===== config.mk =====
export PLATFORM = sky130hd
export DESIGN_NAME = mcp23s17_sequencer
export DESIGN_NICKNAME = d
export VERILOG_FILES = /design/src/rtl/mcp_pkg.sv /design/src/rtl/mcp_delay_counter.sv /design/src/rtl/mcp23s17_sequencer.sv
export SDC_FILE = /design/constraint.sdc
export NUM_CORES = 1
export LEC_CHECK = 0
export CORE_MARGIN = 3
export CORE_UTILIZATION = 25
export DETAILED_ROUTE_END_ITERATION = 7
export PLACE_DENSITY = 0.57
export RECOVER_POWER = 25
export SETUP_SLACK_MARGIN = 0.4
export SYNTH_ARGS = -nofsm -noshare
export SYNTH_HDL_FRONTEND = slang
export SYNTH_HIERARCHICAL = 1
export SYNTH_SLANG_ARGS = --single-unit
export TNS_END_PERCENT = 10

===== constraint.sdc =====
create_clock -name sysClk -period 1.8 [get_ports sysClk]
set_clock_uncertainty 0.1 [all_clocks]
set_input_delay 0.36 -clock sysClk [delete_from_list [all_inputs] [get_ports sysClk]]
set_output_delay 0.36 -clock sysClk [all_outputs]
set_load 0.01 [all_outputs]

===== src/rtl/mcp_pkg.sv =====
// mcp_pkg: shared types and constants for the MCP23S17 sequencer.
// Holds the FSM state enum, opcode base, register map subset and IOCON bits.
package mcp_pkg;

  typedef enum logic [2:0] {
    Idle,
    CsSetup,
    SendOp,
    SendReg,
    SendData,
    CsHold,
    Respond,
    Init
  } McpState;

  localparam logic [7:0] OPCODE_BASE = 8'h40;

  localparam logic [7:0] IOCON  = 8'h0A;
  localparam logic [7:0] IODIRA = 8'h00;
  localparam logic [7:0] GPIOA  = 8'h12;
  localparam logic [7:0] OLATA  = 8'h14;

  localparam logic [7:0] HAEN = 8'h08;

  // Opcode: 0100 A2 A1 A0 R/W
  function automatic logic [7:0] mcp_opcode(
    input logic [2:0] addr,
    input logic       rw
  );
    return OPCODE_BASE | {4'b0000, addr, rw};
  endfunction

endpackage


===== src/rtl/mcp_delay_counter.sv =====
// mcp_delay_counter: 4-bit load / count-down timer with a zero flag.
// Ports: sysClk, reset (sync, high), load + load_val, en (count), zero.
module mcp_delay_counter (
  input  logic       sysClk,
  input  logic       reset,
  input  logic       load,
  input  logic [3:0] load_val,
  input  logic       en,
  output logic       zero
);

  logic [3:0] cnt;

  always_ff @(posedge sysClk) begin
    if (reset) begin
      cnt <= 4'd0;
    end else if (load) begin
      cnt <= load_val;
    end else if (en && (cnt != 4'd0)) begin
      cnt <= cnt - 4'd1;
    end
  end

  assign zero = (cnt == 4'd0);

endmodule


===== src/rtl/mcp23s17_sequencer.sv =====
// mcp23s17_sequencer: runs one MCP23S17 register read/write as a
// three-byte SPI frame (opcode, reg, data) with /CS setup/hold spacing.
// Ports: sysClk, reset (sync, high); cmd_valid/ready, cmd_rw, cmd_reg,
// cmd_wdata; rsp_valid, rsp_rdata; busy; cs_n; spi_start, spi_tx_byte,
// spi_done, spi_rx_byte.
// Build option MCP_INIT_EN: after reset, write IOCON = HAEN once
// (opcode 8'h40, no response pulse) before accepting commands.
module mcp23s17_sequencer
  import mcp_pkg::*;
#(
  parameter logic [2:0] DEV_ADDR = 3'b000,
  parameter logic [3:0] CS_SETUP = 4'd4,
  parameter logic [3:0] CS_HOLD  = 4'd4
) (
  input  logic       sysClk,
  input  logic       reset,
  input  logic       cmd_valid,
  output logic       cmd_ready,
  input  logic       cmd_rw,
  input  logic [7:0] cmd_reg,
  input  logic [7:0] cmd_wdata,
  output logic       rsp_valid,
  output logic [7:0] rsp_rdata,
  output logic       busy,
  output logic       cs_n,
  output logic       spi_start,
  output logic [7:0] spi_tx_byte,
  input  logic       spi_done,
  input  logic [7:0] spi_rx_byte
);

  localparam logic [3:0] SETUP_LD = CS_SETUP - 4'd1;
  localparam logic [3:0] HOLD_LD  = CS_HOLD - 4'd1;

  McpState    state;
  logic       rw_q;
  logic [7:0] reg_q;
  logic [7:0] wdata_q;
  logic [7:0] rd_q;
  logic       init_q;

  logic       accept;
  logic       hold_ld;
  logic       dly_load;
  logic [3:0] dly_val;
  logic       dly_en;
  logic       dly_zero;

  assign accept  = (state == Idle) && cmd_valid && cmd_ready;
  assign hold_ld = (state == SendData) && spi_done;

  // One timer serves both /CS gaps; load on entry, count in the gap.
  always_comb begin
    dly_load = 1'b0;
    dly_val  = SETUP_LD;
    unique case (1'b1)
      accept: begin
        dly_load = 1'b1;
      end
      (state == Init): begin
        dly_load = 1'b1;
      end
      hold_ld: begin
        dly_load = 1'b1;
        dly_val  = HOLD_LD;
      end
      default: ;
    endcase
  end

  assign dly_en = (state == CsSetup) || (state == CsHold);

  mcp_delay_counter u_dly (
    .sysClk   (sysClk),
    .reset    (reset),
    .load     (dly_load),
    .load_val (dly_val),
    .en       (dly_en),
    .zero     (dly_zero)
  );

  always_ff @(posedge sysClk) begin
    if (reset) begin
`ifdef MCP_INIT_EN
      state       <= Init;
`else
      state       <= Idle;
`endif
      cs_n        <= 1'b1;
      spi_start   <= 1'b0;
      spi_tx_byte <= 8'h00;
      cmd_ready   <= 1'b0;
      rsp_valid   <= 1'b0;
      rsp_rdata   <= 8'h00;
      busy        <= 1'b0;
      rw_q        <= 1'b0;
      reg_q       <= 8'h00;
      wdata_q     <= 8'h00;
      rd_q        <= 8'h00;
      init_q      <= 1'b0;
    end else begin
      spi_start <= 1'b0;
      rsp_valid <= 1'b0;
      rsp_rdata <= 8'h00;
      unique case (state)
        Init: begin
          rw_q    <= 1'b0;
          reg_q   <= IOCON;
          wdata_q <= HAEN;
          init_q  <= 1'b1;
          busy    <= 1'b1;
          cs_n    <= 1'b0;
          state   <= CsSetup;
        end
        Idle: begin
          if (accept) begin
            rw_q      <= cmd_rw;
            reg_q     <= cmd_reg;
            wdata_q   <= cmd_wdata;
            cmd_ready <= 1'b0;
            busy      <= 1'b1;
            cs_n      <= 1'b0;
            state     <= CsSetup;
          end else begin
            cmd_ready <= 1'b1;
            busy      <= 1'b0;
          end
        end
        CsSetup: begin
          if (dly_zero) begin
            spi_start <= 1'b1;
            // HAEN is off until the init write lands, so use A=000.
            spi_tx_byte <= init_q ? OPCODE_BASE
                                  : mcp_opcode(DEV_ADDR, rw_q);
            state <= SendOp;
          end
        end
        SendOp: begin
          if (spi_done) begin
            spi_start   <= 1'b1;
            spi_tx_byte <= reg_q;
            state       <= SendReg;
          end
        end
        SendReg: begin
          if (spi_done) begin
            spi_start   <= 1'b1;
            spi_tx_byte <= rw_q ? 8'h00 : wdata_q;
            state       <= SendData;
          end
        end
        SendData: begin
          if (spi_done) begin
            rd_q  <= rw_q ? spi_rx_byte : 8'h00;
            state <= CsHold;
          end
        end
        CsHold: begin
          if (dly_zero) begin
            cs_n  <= 1'b1;
            state <= Respond;
          end
        end
        Respond: begin
          if (!init_q) begin
            rsp_valid <= 1'b1;
            rsp_rdata <= rd_q;
          end
          init_q    <= 1'b0;
          busy      <= 1'b0;
          cmd_ready <= 1'b1;
          state     <= Idle;
        end
        default: state <= Idle;
      endcase
    end
  end

endmodule


# Yosys cells after proc, flatten, opt, wreduce, memory -nomap -nowiden
# Cells that the tools add are included.
classes:
  add_sub_neg: 1
  n_eq_ne: 13
  mux: 35
  n_bitwise: 1
  n_reduce_logical: 25
ops:
  columns: ["operator", "count"]
  rows:
  - ["$mux W8", 7]
  - ["$pmux W8 S2", 2]
  - ["$pmux W3 S8", 1]
  - ["$pmux W8 S3", 1]
  - ["$mux W3", 6]
  - ["$eq A3 B3 Y1 const B", 4]
  - ["$ne A2 B2 Y1 const B", 6]
  - ["$mux W1", 10]
  - ["$reduce_bool A3 Y1", 3]
  - ["$pmux W1 S2", 4]
  - ["$reduce_bool A2 Y1", 4]
  - ["$eq A3 B2 Y1 const B", 2]
  - ["$pmux W1 S3", 2]
  - ["$reduce_and A6 Y1", 1]
  - ["$reduce_or A2 Y1", 3]
  - ["$reduce_or A3 Y1", 2]
  - ["$logic_and A1 B1 Y1", 4]
  - ["$logic_not A4 Y1", 1]
  - ["$mux W2", 2]
  - ["$reduce_and A2 Y1", 2]
  - ["$reduce_and A4 Y1", 1]
  - ["$reduce_bool A4 Y1", 1]
  - ["$sub A4 B1 Y4 const B", 1]
  - ["$eq A3 B1 Y1 const B", 1]
  - ["4 further kinds", 4]
word_totals:
  regBits: 54
  output_inout_bits: 21

# Logic depth before layout (Yosys ltp)
depth:
  word_depth: 6
  depth_mapped: 8
  depth_no_buf: 7

# Hierarchy
# Netlist, hierarchy kept.
modules_own_cells:
  columns: ["module", "instances", "cells_per_inst", "area_per_inst_um2", "seq_area_each_um2"]
  rows:
  - ["mcp23s17_sequencer", 1, 203, 1965.6, 1001.0]
  - ["mcp_delay_counter", 1, 29, 262.8, 80.1]

# Least setup slack after synthesis
# Ideal clock, no wire load.
synth_path:
  kind: "register to register"
  startpoint: "register u_dly.cnt[1]"
  endpoint: "register spi_tx_byte[0]"
  setup_time_ns: 0.091
  arrival_ns: 1.717
  required_ns: 1.609
  setup_slack_ns: -0.108
  stages_incl_launch_ff: 8
  n_path_buf: 0
  synth_period_minus_slack_ns: 1.908
  path_cell_list: "dfxtp_1 > inv_1 > ha_1 > or3b_4 > inv_1 > nor4bb_1 > nor3_1 > a311oi_1"
synth_between:
  elab_chain_len: 3
synth_lines:
  columns: ["item", "line", "text"]
  rows:
  - ["start, declared", "mcp_delay_counter.sv:12", "logic [3:0] cnt;"]
  - ["start signal, assigned", "mcp_delay_counter.sv:18", "cnt <= load_val;"]
  - ["start signal, assigned", "mcp_delay_counter.sv:20", "cnt <= cnt - 4'd1;"]
  - ["$logic_not A4 Y1", "mcp_delay_counter.sv:24", "assign zero = (cnt == 4'd0);"]
  - ["net dly_zero", "mcp23s17_sequencer.sv:47", "logic dly_zero;"]
  - ["$ne A2 B2 Y1 (no source line)", null, null]
  - ["$reduce_and A4 Y1 (no source line)", null, null]
  - ["end signal, assigned", "mcp23s17_sequencer.sv:133", "spi_tx_byte <= init_q ? OPCODE_BASE"]
  - ["end signal, assigned", "mcp23s17_sequencer.sv:141", "spi_tx_byte <= reg_q;"]
  - ["end signal, assigned", "mcp23s17_sequencer.sv:148", "spi_tx_byte <= rw_q ? 8'h00 : wdata_q;"]
  - ["end, declared", "mcp23s17_sequencer.sv:27", "output logic [7:0] spi_tx_byte,"]
# The timed path passes the listed nets, and every way through them passes these cells.
# A chain may end at the register's enable or synchronous reset.

# Worst setup path in the final report
# Ends and elaborated chain as after synthesis.

==> summary.md <==
| Metric | Value |
|---|---|
| VDD IR-drop max | `roughly 0.36 mV` |
| Syn_area_per_cell | `approximately 9.6 um^2` |
| TritonCTS Sinks | `between 50 and 60` |
| Crit path kind | `flop to flop` |
| DRC | `0` |
| Clock root buffer | `clkbuf_8` |
| Buf/Inv on CP | `2` |
| CTS H-tree lvls | `2` |
| Most used cell, CP | `inv_4` |
| Final Util | `approximately two fifths` |
| Slew Limit Fails | `0` |
| Pwr dens | `~1100 mW/mm^2` |
| Core area | `0.00842 mm^2` |
| Via count | `~1900` |
| First-pass GRT wire length | `9140 um` |
| Clk slew on worst S/H paths | `90 ps` |
| Row count | `33` |
| CTS Buffer Depth | `2` |
| Final period utilization | `a little over nine tenths` |
| Leakage | `1.23 nW` |
| Largest net degree at the start of global routing | `26` |
| Initial Util | `26.5%` |
| # Max-Cap Violations | `0` |
| Layout cells sized above 1 | `between 20% and 30%` |
| Crit-path max cell delay | `roughly 420 ps` |
| Hold WS | `around 350 ps` |
| Mapped Cells | `232` |
| Fin crit period | `1740 ps` |
| Final nets | `~340` |
| WL per Instance | `about 13 um` |
| Cell family with most CP delay | `simple AND/OR/NAND/NOR gates` |
| Fmax | `around 0.58 GHz` |
| CTS tree | `built` |
| Die W | `~100 um` |
| P&R area growth vs syn | `46.4%` |
| Die Ht | `between 100 and 150 um` |
| Synth warnings | `6` |
| Area after DPL | `0.00300 mm^2` |
| Most frequent cells in the layout | `dfxtp_1 (49), clkdlybuf4s50_1 (46), buf_4 (22), a21oi_1 (20), nand2_1 (15)` |
| Final Wtd Congestion | `between 0.7 and 0.8` |
| Yosys reg bits | `54` |
| Critical Path Start Type | `flop` |
| Skew-Pair Late Insertion Delay | `about 300 ps` |
| GR Overflow Total | `0` |
| Post-Route WL | `between 5000 and 6000 um` |
| Antenna cells | `0` |
| Critical path fanouts, max | `4` |
| Commonest non-fill, non-tap cell in the layout | `dfxtp_1` |
| R2r setup slk | `between 60 and 70 ps` |
| Crit path capture type | `flop` |
| Drt initial violations | `95` |
| CTS buffer count | `5` |
| Setup TNS | `0 ps` |
| Final Hold Vio Count | `0` |
| Asr flop ratio synth | `0%` |
| Crit path DAT | `1850 ps` |
| HP Class | `flop to flop` |
| Count of cell types in the netlist | `45` |
| Total GRT Usage | `between 10% and 20%` |
| Detailed Routing Iterations Pass 1 | `4` |
| RSZ-0062 raised after global routing | `yes` |
| Detail Placement HPWL | `~4000 um` |
| Register area share after synthesis | `between 40% and 50%` |
| Mapped Area | `0.00223 mm^2` |
| Number of global-route vias before repair | `around 1800` |
| EDFF count, synth | `0` |
| Die area | `a little over 0.01 mm^2` |
| Final setup violation count | `0` |
| Number of buffers added on ports | `between 40 and 50` |
| Run status | `complete, no violations` |
| Most used DFF post-synth | `dfxtp_1` |
| Initial antenna violation count | `0` |
| Slowest-stage cell, CP | `or3b_4` |
| ANT nets after route | `0` |
| Finished Cell Area | `between 0.003 and 0.004 mm^2` |
| Cells along the critical path | `inv_4, ha_4, or3b_4, inv_4, nor4bb_4, nor3_2, a311oi_1` |
| Vias/cell | `around 4.7` |
| Required time worst endpoint | `approximately 1900 ps` |
| I/O pin total | `50` |
==> metrics by stage <==
| step | power, mW | worst slack, ps | cells |
|---|---|---|---|
| 2_1_floorplan | 2.10 | 162 | 234 |
| 5_1_grt | 3.66 | 7.71 | 411 |
| 4_1_cts | 3.36 | 61.9 | 404 |
| 3_3_place_gp | 2.49 | -256 | 394 |
| 3_5_place_dp | 2.51 | -289 | 394 |
| 6_report | 3.45 | 63.7 | 411 |
==> logic make-up (layout without fill, tap and decap cells) <==
group                      after synthesis  in the layout  share of synthesized area (%)
buffers and inverters                   23             95                           4.55
AOI/OAI and AO/OA                       65             65                           21.6
muxes                                    1              1                          0.449
DFF                                     54             54                           48.5
and+or+nand+nor                         86             86                           24.0
other                                    2              4                          0.337
adders and majority gates                1              1                          0.561
==> state kept, by name, indices dropped and copies added (netlist names) <==
signal,flops
spi_tx_byte,8
rw_q,1
rd_q,8
rsp_valid,1
reg_q,8
cmd_ready,1
u_dly/cnt,4
busy,1
wdata_q,8
init_q,1
rsp_rdata,8
spi_start,1
state,3
cs_n,1
==> per-layer routing <==
layer  share of wire (%)  vias up  wire, um  global-route usage (%)
li1                    -      985         -                       -
met1                  49      892      2720                    15.8
met2                  47       32      2580                    17.8
met3                 3.5        5       196                    2.02
met4                0.92        0        51                    3.42
met5                   0        -         0                       0
==> tightest hold or removal path: stages, from the launching register on <==
cell	delay [ps]
dfxtp_1	310
nand2_1	50
a21oi_1	50
==> layout make-up <==
type	instances	area, um^2
Clock inverter	1	30.0
Timing Repair Buffer	79	774
Tap cell	105	131
Sequential cell	54	1090
Fill cell	856	5160
Clock buffer	7	76.3
Multi-Input combinational cell	157	1120
Inverter	8	37.5
==> power breakdown <==
part / switching, mW / internal (mW)
logic: 0.548 / 0.659
clock network: 0.377 / 0.417
registers: 0.113 / 1.33
==> Yosys cell counts, types with 3 or more instances <==
cell | instances | area [um^2]
nor2b_1 | 11 | 68.8
nand3b_1 | 3 | 22.5
a311oi_1 | 3 | 26.3
clkbuf_1 | 7 | 26.3
o21ai_0 | 7 | 35.0
nor2_1 | 7 | 26.3
o221a_2 | 3 | 33.8
nand3_1 | 16 | 80.1
inv_1 | 8 | 30.0
a22o_1 | 14 | 123
and2_1 | 9 | 56.3
dfxtp_1 | 54 | 1080
a21oi_1 | 23 | 115
buf_2 | 6 | 30.0
nand2_1 | 17 | 63.8
and3b_1 | 9 | 78.8
==> what timing repair did <==
| item | CTS | global route |
|---|---|---|
| buffers inserted | 2 | 6 |
| hold buffers | 0 | 0 |
| gates resized for setup | 6 | 19 |
| gates cloned | 0 | 1 |
| endpoints found under the setup margin | 73 | 75 |
| pin swaps | 1 | 11 |
==> final timing paths <==
kind	start	endpoint	cells past startpoint
max reg2reg	u_dly/cnt[1]$_SDFFE_PP0P_	spi_tx_byte[0]$_SDFFE_PP0P_	7
max	u_dly/cnt[1]$_SDFFE_PP0P_	spi_tx_byte[0]$_SDFFE_PP0P_	7
min reg2reg	rd_q[2]$_SDFFE_PP0P_	rd_q[2]$_SDFFE_PP0P_	2
min	rd_q[2]$_SDFFE_PP0P_	rd_q[2]$_SDFFE_PP0P_	2
(Power assumes the default switching activity.)
